`src/rtl/fetch_unit.sv`:
```
// Instruction fetch unit: issues word requests at pc, holds the returned
// instruction until downstream consumes it, and handles branches, flushes
// and a sticky request-timeout flag.
module fetch_unit #(
  parameter logic [63:0] RESET_PC = 64'h0,
  parameter int unsigned TIMEOUT  = 255
) (
  input  logic        clk,
  input  logic        rst_n,
  output logic        imem_req,
  output logic [63:0] imem_addr,
  input  logic        imem_ack,
  input  logic [31:0] imem_rdata,
  output logic [31:0] Instruction,
  output logic        instr_valid,
  input  logic        instr_ready,
  output logic [63:0] pc,
  input  logic        branch_taken,
  input  logic [63:0] branch_target,
  input  logic        flush,
  input  logic [63:0] flush_pc,
  output logic        fetch_err
);

  localparam int unsigned   CW      = (TIMEOUT < 2) ? 1 : $clog2(TIMEOUT + 1);
  localparam logic [CW-1:0] TMO_MAX = CW'(TIMEOUT);

  typedef enum logic [1:0] {
    S_IDLE,
    S_FETCH,
    S_VALID,
    S_DISCARD
  } state_e;

  state_e        state_q, state_d;
  logic [63:0]   pc_q, pc_d;
  logic [63:0]   flush_addr_q, flush_addr_d;
  logic [31:0]   instr_q, instr_d;
  logic          valid_q, valid_d;
  logic          req_q, req_d;
  logic          err_q, err_d;
  logic [CW-1:0] tmo_q, tmo_d;

  logic [63:0]   flush_aligned;
  logic [63:0]   branch_aligned;
  logic          consume;

  // Next-state, next-pc and registered-output computation
  always_comb begin
    state_d        = state_q;
    pc_d           = pc_q;
    flush_addr_d   = flush_addr_q;
    instr_d        = instr_q;
    valid_d        = valid_q;
    err_d          = err_q;
    tmo_d          = tmo_q;
    flush_aligned  = flush_pc & ~64'h3;
    branch_aligned = branch_target & ~64'h3;
    consume        = valid_q & instr_ready;

    case (state_q)
      S_IDLE: begin
        // Nothing is outstanding yet, so a flush simply redirects the first fetch.
        if (flush) pc_d = flush_aligned;
        state_d = S_FETCH;
      end
      S_FETCH: begin
        if (flush) begin
          if (imem_ack) begin
            pc_d = flush_aligned;
          end else begin
            // Keep pc/request stable until the in-flight ack arrives.
            flush_addr_d = flush_aligned;
            state_d      = S_DISCARD;
          end
        end else if (imem_ack) begin
          instr_d = imem_rdata;
          valid_d = 1'b1;
          state_d = S_VALID;
        end
      end
      S_VALID: begin
        if (flush) begin
          valid_d = 1'b0;
          pc_d    = flush_aligned;
          state_d = S_FETCH;
        end else if (consume) begin
          valid_d = 1'b0;
          pc_d    = branch_taken ? branch_aligned : pc_q + 64'd4;
          state_d = S_FETCH;
        end
      end
      S_DISCARD: begin
        if (flush) begin
          if (imem_ack) begin
            pc_d    = flush_aligned;
            state_d = S_FETCH;
          end else begin
            flush_addr_d = flush_aligned;
          end
        end else if (imem_ack) begin
          pc_d    = flush_addr_q;
          state_d = S_FETCH;
        end
      end
      default: state_d = S_IDLE;
    endcase

    req_d = (state_d == S_FETCH) || (state_d == S_DISCARD);

    if (req_q && imem_ack)               tmo_d = '0;
    else if (req_q && (tmo_q != TMO_MAX)) tmo_d = tmo_q + CW'(1);

    if (tmo_d == TMO_MAX) err_d = 1'b1;
  end

  // State and output registers with asynchronous active-low reset
  always_ff @(posedge clk or negedge rst_n) begin
    if (!rst_n) begin
      state_q      <= S_IDLE;
      pc_q         <= RESET_PC;
      flush_addr_q <= RESET_PC;
      instr_q      <= '0;
      valid_q      <= 1'b0;
      req_q        <= 1'b0;
      err_q        <= 1'b0;
      tmo_q        <= '0;
    end else begin
      state_q      <= state_d;
      pc_q         <= pc_d;
      flush_addr_q <= flush_addr_d;
      instr_q      <= instr_d;
      valid_q      <= valid_d;
      req_q        <= req_d;
      err_q        <= err_d;
      tmo_q        <= tmo_d;
    end
  end

  assign imem_req    = req_q;
  assign imem_addr   = pc_q;
  assign pc          = pc_q;
  assign Instruction = instr_q;
  assign instr_valid = valid_q;
  assign fetch_err   = err_q;

endmodule
```
`config.mk`:
```
export PLATFORM = sky130hd
export DESIGN_NAME = fetch_unit
export DESIGN_NICKNAME = d
export VERILOG_FILES = /design/src/rtl/fetch_unit.sv
export SDC_FILE = /design/constraint.sdc
export NUM_CORES = 1
export LEC_CHECK = 0
export CORE_MARGIN = 2
export CORE_UTILIZATION = 30
export CTS_CLUSTER_DIAMETER = 150
export DETAILED_ROUTE_END_ITERATION = 6
export SETUP_SLACK_MARGIN = 0.5
export SLEW_MARGIN = 0
export SYNTH_ARGS = -nofsm -noshare
export SYNTH_HDL_FRONTEND = slang
export SYNTH_SLANG_ARGS = --single-unit
```
`constraint.sdc`:
```
create_clock -name clk -period 2.5 [get_ports clk]
set_clock_uncertainty 0.1 [all_clocks]
set_input_delay 0.75 -clock clk [delete_from_list [all_inputs] [get_ports clk]]
set_output_delay 0.75 -clock clk [all_outputs]
set_load 0.1 [all_outputs]
```
==> results of run 1 <==
power by group through the flow:
stage          Combinational (mW)  Sequential [mW]  Clock (mW)
4_1_cts                      12.4             4.43        2.85
2_1_floorplan                4.36             7.63           0
3_5_place_dp                 10.9             4.57           0
6_report                     13.1             4.44        2.81
5_1_grt                      13.6             4.51        2.97
3_3_place_gp                 10.8             4.55           0
state kept, by name, summed over array words and instances (netlist names):
register	cells
imem_addr	64
flush_addr_q	62
Instruction	32
tmo_q	8
state_q	2
fetch_err	1
instr_valid	1
repair_timing:
item / 4_1_cts / 5_1_grt
endpoints found under the setup margin: 283 / 179
endpoints found under the hold margin: 0 / 0
resized for setup: 215 / 197
pin swaps: 36 / 82
buffers inserted: 104 / 70
cloned: 0 / 5
worst min path at each step:
stage                                      start                      endpoint  slack [ns]  cells past startpoint
global route                               rst_n            tmo_q[0]$_DFF_PN0_        0.14                      1
global placement    flush_addr_q[55]$_DFFE_PN0P_  flush_addr_q[55]$_DFFE_PN0P_        0.36                      2
CTS                                        rst_n            tmo_q[3]$_DFF_PN0_        0.13                      1
detailed placement         fetch_err$_DFFE_PN0N_         fetch_err$_DFFE_PN0N_        0.37                      1
finish                                     rst_n            tmo_q[0]$_DFF_PN0_        0.13                      1
floorplan           flush_addr_q[55]$_DFFE_PN0P_  flush_addr_q[55]$_DFFE_PN0P_        0.34                      2
per-stage QoR:
step / area [µm²] / hold WS, ns
after floorplan: 11400 / 0.344
after global placement: 16100 / 0.365
after detailed placement: 16100 / 0.368
after CTS: 18300 / 0.132
after global routing: 19800 / 0.145
final: 19800 / 0.131
per-layer routing:
metal	vias to the layer above	routed length [µm]	global-route usage [%]
li1	5254	-	-
met1	5914	19200	31.6
met2	709	22900	39.6
met3	116	4970	6.20
met4	2	1690	7.90
met5	-	10	0
cell families (layout without fill, tap and decap cells):
group	count (synthesis)	after routing	synth area share (%)
other cells	0	1	0
simple gates	315	315	16.5
fa+ha+maj	2	2	0.234
buf+inv	157	693	8.45
mux	107	107	11.2
xor+xnor	23	23	1.89
compound gates	345	345	21.9
flops	170	170	39.8
synth_stat cells (all sizes together) (13+ instances only):
master  number
nand4       29
dfrtp      170
o221ai      18
and4        16
o21ai       76
nor3        24
a21oi       59
mux2        97
nand3       31
nor4        16
buf         93
inv         20
o22ai       32
a221oi      15
clkbuf      44
nand2       65
nor2        78
a22oi       52
and3        13
worst max-delay path: stages, from the launching register on:
cell	delay (ns)
dfrtp_4	0.52
buf_6	0.13
buf_6	0.12
buf_12	0.16
layout by cell type, fill, tap and decap left out, drive strengths merged, types with 6 or more instances in the layout:
| master | count |
|---|---|
| a211o | 6 |
| a21o | 8 |
| a21oi | 59 |
| a221o | 8 |
| a221oi | 15 |
| a22oi | 52 |
| a31oi | 12 |
| and2 | 7 |
| and3 | 13 |
| and4 | 16 |
| buf | 477 |
| clkbuf | 22 |
| clkdlybuf4s50 | 155 |
| dfrtp | 170 |
| inv | 28 |
| mux2 | 97 |
| mux2i | 10 |
| nand2 | 65 |
| nand2b | 8 |
| nand3 | 31 |
| nand4 | 29 |
| nor2 | 78 |
| nor2b | 6 |
| nor3 | 24 |
| nor4 | 16 |
| o211ai | 10 |
| o21ai | 76 |
| o221ai | 18 |
| o22ai | 32 |
| o31ai | 10 |
| xnor2 | 12 |
| xor2 | 11 |
cell type report:
class / count / area (µm²) / share of cell area [%]
multi-input combinational: 792 / 6470 / 32.6
timing repair buffer: 641 / 7630 / 38.5
clock inverter: 15 / 170 / 0.858
sequential: 170 / 4460 / 22.5
clock buffer: 17 / 425 / 2.15
inverter: 20 / 91.3 / 0.461
tap: 461 / 577 / 2.91
antenna: 1 / 2.50 / 0.0126
==> impl.org, run 1 <==
** Global routing
- The first global-routing pass estimated 68600 µm of wire.
- Global routing consumed, over all layers together, 24.4% of the routing resources.
- Congestion Overflow GR :: 0
- Number of antenna violations at the first check in global routing :: 3
- Entering global routing, the biggest net connects 38 pins.
- Vias in the first global route :: 11700

** STA
- The number of slew-limit violations in the final report is 0.
- Number of endpoints failing setup at the final stage :: 0
- Actual slew at the worst max-slew pin :: 0.448 ns
- Clock period minus final worst setup slack :: 2.23 ns
- TNS Setup :: 0 ns
- Dividing the final minimum period by the clock period gives 89.3%.
- Slew margin rel. :: between 70% and 80%
- Fmax :: 448 MHz
- The number of hold-slack violations in the final timing report was 0.
- Setup repair after global routing could not meet its margin everywhere.
- The worst path meets setup with 0.269 ns of slack.

** Critical path
- Worst reg2reg startpoint :: imem_addr[21]$_DFFE_PN0P_
- Setup slack of the most critical reg-to-reg path :: 0.28 ns
- Startpoint Class :: flop
- Critical Path Fanout Max :: 4
- Logic depth of the worst register-to-register path :: 7
- CP Launch Point :: imem_addr[21]$_DFFE_PN0P_
- FF-to-FF End :: imem_addr[55]$_DFFE_PN0P_
- STA classifies the critical path endpoint as an output port.
- Capture point of the worst path :: pc[21]
- Arrival time of data at the critical path endpoint :: 1.38 ns
- The critical path is of the flop to output port type.
- Required time reported for the critical path endpoint :: 1.65 ns

** Synth
- Avg Inst Size Synth :: 9.54 µm²
- Post-Synthesis Net Count :: 1287
- Syn Std Cell Area :: between 10000 and 15000 µm²
- After synthesis, the share of flip-flops with an asynchronous set or reset is 100%.
- By area the synthesized netlist is led by dfrtp_1, mux2_2, buf_4, a22oi_1, o21ai_0.
- The cell count after synthesis came out at 1119.
- Count of cell types in the netlist :: 79
- Yosys top cell by area :: dfrtp_1
- Commonest register cell after synthesis :: dfrtp_1
- Yosys warnings :: 0
- The share of synthesized area in the top cell type comes to 39.8%.
- In this run, synthesis inferred 0 flip-flops with an integrated enable.
- Sequential cells were found to cover 39.8% of the synthesized design area.
- Synthesized flop and latch total :: 170

** Place
- Port buffering added 324 buffers.
- Global placement routability congestion :: 0.896
- Before CTS, the worst setup slack after placement is -0.309 ns.
- Detailed-placement wirelength estimate :: around 34000 µm
- Placed instance count :: 1905

** Final layout
- For this run, the post-layout net count is 1810.
- Layout cell share with drive strength beyond 1 :: about half
- The layout has 2837 filler cells.
- The finished layout holds 2117 standard cells, fillers aside.
- Finished Core Util :: 56.1%
- Relative to the synthesized area, the layout overhead comes to 85.7%.

** Clocking
- Buffers inserted during clock tree synthesis total 17.
- Clock tree from TritonCTS :: done
- CTS saw 170 sinks.
- No sink is reached through more buffers than the 2 on the longest clock path.
- Hold-fix buffers, CTS :: 0
- The H-tree was split into 4 levels.
- Clock insertion delay at the later pin of the skew report :: approximately 0.45 ns
- In this run the clock root is driven by a clkbuf_16.
- Worst-path clk slew :: 0.09 ns

** Route
- Vias per inst :: 5.67
- DRC errors left :: 0
- The detail route stage leaves a number of antenna-violating nets equal to 0.
- Routed len/inst :: 23.1 µm
- The first routing iteration left 1011 violations.
- The pre-antenna-repair detailed-routing pass consisted of 6 iterations.
- Vias after detailed routing :: roughly 12000
- Wirelength, routed :: 48900 µm

** Pwr
- Fraction of power spent switching nets :: 51.5%
- Combinational logic burns between 60 and 70% of the power.
- The clock network accounts for between 10% and 20% of the total power.
- The completed layout was analyzed and its total power is 20.4 mW.
- Part of the power in registers :: 21.8%
- Across the VDD grid, the largest voltage drop is 0.840 mV.
- Leakage component of the power :: 8.20 nW
- Power per Cell Area :: just over 1000 nW/µm²
- Sw Pwr :: 10.5 mW
- The internal portion of the total power is 9.89 mW.

** Die
- 329 I/O pins were placed.
- The floorplan step defined a die boundary enclosing 37100 µm².
- Once the floorplan was initialized, standard cells occupied around 30% of the core.
- Row count :: between 60 and 70
- Die height :: 193 µm
- Core region area :: 35300 µm²
- Measured along the x axis, the die boundary spans 193 µm.

** Outcome
- Run status :: finished, final reports clean

** Job
- Count of maximum capacitance violations :: 0

** Worst hold path
- Classification of the worst-slack hold path :: input port to async pin
Note: power is estimated with default switching activity, not from simulation.
==> inputs of run 2 (changes only) <==
--- a/config.mk
+++ b/config.mk
@@ -14,3 +14,4 @@
 export SYNTH_ARGS = -nofsm -noshare
 export SYNTH_HDL_FRONTEND = slang
 export SYNTH_SLANG_ARGS = --single-unit
+export TNS_END_PERCENT = 30
==> impl.org, run 2 (synthesis gave the netlist of run 1 again) <==
** Outcome
- The flow ran to the end, and the final reports show no timing, DRC or antenna violations.

** Die
- Horizontal extent of the die :: between 150 and 200 µm
- Total Die Area :: 37100 µm²
- For this configuration, the core starts out at a cell density of around 30%.
- In this run the count of I/O pins placed on the die edge is approximately 330.
- The initialized floorplan defines 69 standard-cell rows.
- The die is 193 µm tall.
- The core region is ~35000 µm².

** Critical path
- Data on the critical path arrives at its endpoint at 2.44 ns.
- Startpoint Class :: flop
- Crit end category :: flop
- At the worst endpoint, the required time is 2.73 ns.
- Logic depth of the worst register-to-register path :: 8
- Critical Path Fanout Max :: 6
- The critical path is of the flop to flop type.

** Pwr
- For this design the ratio of total power to cell area is roughly 1100 nW/µm².
- Across the VDD grid, the largest voltage drop is around 0.87 mV.
- Leakage component of the power :: 7.60 nW
- Total power draw :: 19.2 mW

** STA
- The worst path in the final design needs a cycle of 2.21 ns, including I/O delays and setup.
- Setup repair after global routing missed its margin :: true
- Fmax :: approximately 450 MHz
- Final WS setup :: 0.286 ns
- Final hold slack :: 0.146 ns
- The number of hold-slack violations in the final timing report came to 0.
- The number of slew-limit violations in the final report came to 0.
- Of the available clock period, the critical path in the final layout requires 88.6%.
- Headroom to the max-slew limit came out at 57.6%.
- For the pin with the worst max-slew slack, the measured transition is 0.635 ns.
- Number of endpoints failing setup at the final stage :: 0

** Job
- Count of maximum capacitance violations :: 0

** Route
- Vias per inst :: 5.60
- Routed len/inst :: 22.5 µm
- Once detail routing completed, the nets flagged for antenna violations numbered 0.
- After the first detailed-routing iteration, the DRC count stood at between 900 and 1000.
- Wirelength, routed :: 46300 µm
- DRC errors left :: 0
- For this block, the via count after detailed routing is 11500.
- Number of iterations in the first detailed-routing pass :: 7

** Global routing
- Global routing consumed, on the met1 layer, 31.6% of the routing resources.
- Congestion Overflow GR :: 0
- Met3 usage :: 6.33%
- The first global-routing pass estimated 68300 µm of wire.
- The number of global-route vias before repair came to 11200.
- Peak-usage layer in the global routing report :: met2
- For this run, the total global-route usage over all layers was measured as 24.4%.
- Pin count of the biggest net entering global routing :: 44
- Number of antenna violations at the first check in global routing :: 3
- For this run, global-route usage on met2 was measured as 39.2%.

** Final layout
- Layout filler cell count :: between 3000 and 4000
- In the final layout, flip-flops and latches occupy 4460 µm².
- The finished layout holds about 2000 standard cells, fillers aside.
- Commonest non-fill, non-tap cells in the layout :: buf_4, clkdlybuf4s50_1, buf_12
- Finished Core Util :: between 50% and 60%
- Flip-flop count of the largest register after layout :: between 60 and 70
- Cells with a size suffix above 1 make up 46.6% of the layout.
- Most frequent standard cell in the layout excluding fill and tap cells :: buf_4
- Synth-to-Final Area Change :: 71.5%
- # nets final :: roughly 1800
- Area occupied by multi-input gates :: 6170 µm²

** Clocking
- Clock tree from TritonCTS :: done
- Clock Sink Count :: between 150 and 200
- Cell at the root of the clock tree :: clkbuf_16
- Worst-path clk slew :: 0.08 ns
- H-Tree Depth :: 4
- TritonCTS buffer count :: 17
- The longest clock path from root to sink contains 2 buffers.
- At the later pin of the worst-skew pair, clock insertion delay measures 0.45 ns.

** Place
- Buffers placed on the I/O ports in this run total about 320.
- Placed instance count :: ~1900
- Prior to clock tree synthesis, the placed netlist has a worst setup slack of -0.357 ns.
- Detailed-placement wirelength estimate :: 33200 µm
- At the end of routability-driven placement, the weighted congestion stood at roughly 0.9.

** Worst hold path
- Classification of the worst-slack hold path :: input port to async pin
## run 2: what timing repair did
item                                    4_1_cts  5_1_grt
endpoints found under the hold margin         0        0
buffers inserted                             74       42
hold buffers                                  0        0
gates resized for setup                     116       71
pin swaps                                    38       41
gates cloned                                  3        0
endpoints found under the setup margin      271      229
## run 2: layout make-up
class / count / share of cell area, %
Sequential cell: 170 / 24.3
Timing Repair Buffer: 580 / 35.2
Tap cell: 461 / 3.15
Clock buffer: 20 / 2.55
Multi-Input combinational cell: 794 / 33.7
Antenna cell: 1 / 0.0137
Inverter: 20 / 0.424
Clock inverter: 12 / 0.622
## run 2: final timing paths
kind	from	end	slack, ns
worst max-delay path	imem_addr[20]$_DFFE_PN0P_	imem_addr[56]$_DFFE_PN0P_	0.29
min in group clk	flush_addr_q[55]$_DFFE_PN0P_	flush_addr_q[55]$_DFFE_PN0P_	0.38
worst min-delay path	rst_n	flush_addr_q[39]$_DFFE_PN0P_	0.15
worst max register to register	imem_addr[20]$_DFFE_PN0P_	imem_addr[56]$_DFFE_PN0P_	0.29
worst min register to register	flush_addr_q[55]$_DFFE_PN0P_	flush_addr_q[55]$_DFFE_PN0P_	0.38
max in group asynchronous	rst_n	imem_addr[50]$_DFFE_PN0P_	1.44
## run 2: per-layer routing
layer	vias up	wire (µm)
li1	5149	-
met1	5693	18700
met2	588	22000
met3	88	4180
met4	4	1450
met5	-	27
## run 2: critical path, cell delays in order, from the launching register on
cell     delay, ns
dfrtp_4       0.48
nand4_4       0.16
buf_12        0.17
nor4_4        0.12
buf_4         0.19
nand3_4       0.11
or4_4         0.55
a21oi_2       0.15
o21ai_1       0.07
## run 2: through the flow
step                      area [µm²]  TNS (ns)
after floorplan                11300         0
after global placement         15900    -19.66
after detailed placement       15900    -21.82
after CTS                      17600         0
after global routing           18300         0
final                          18300         0
## run 2: report_power, final
| part | internal, mW | switching [mW] |
|---|---|---|
| sequential | 3.58 | 0.878 |
| combinational | 4.14 | 7.93 |
| clock | 1.46 | 1.26 |
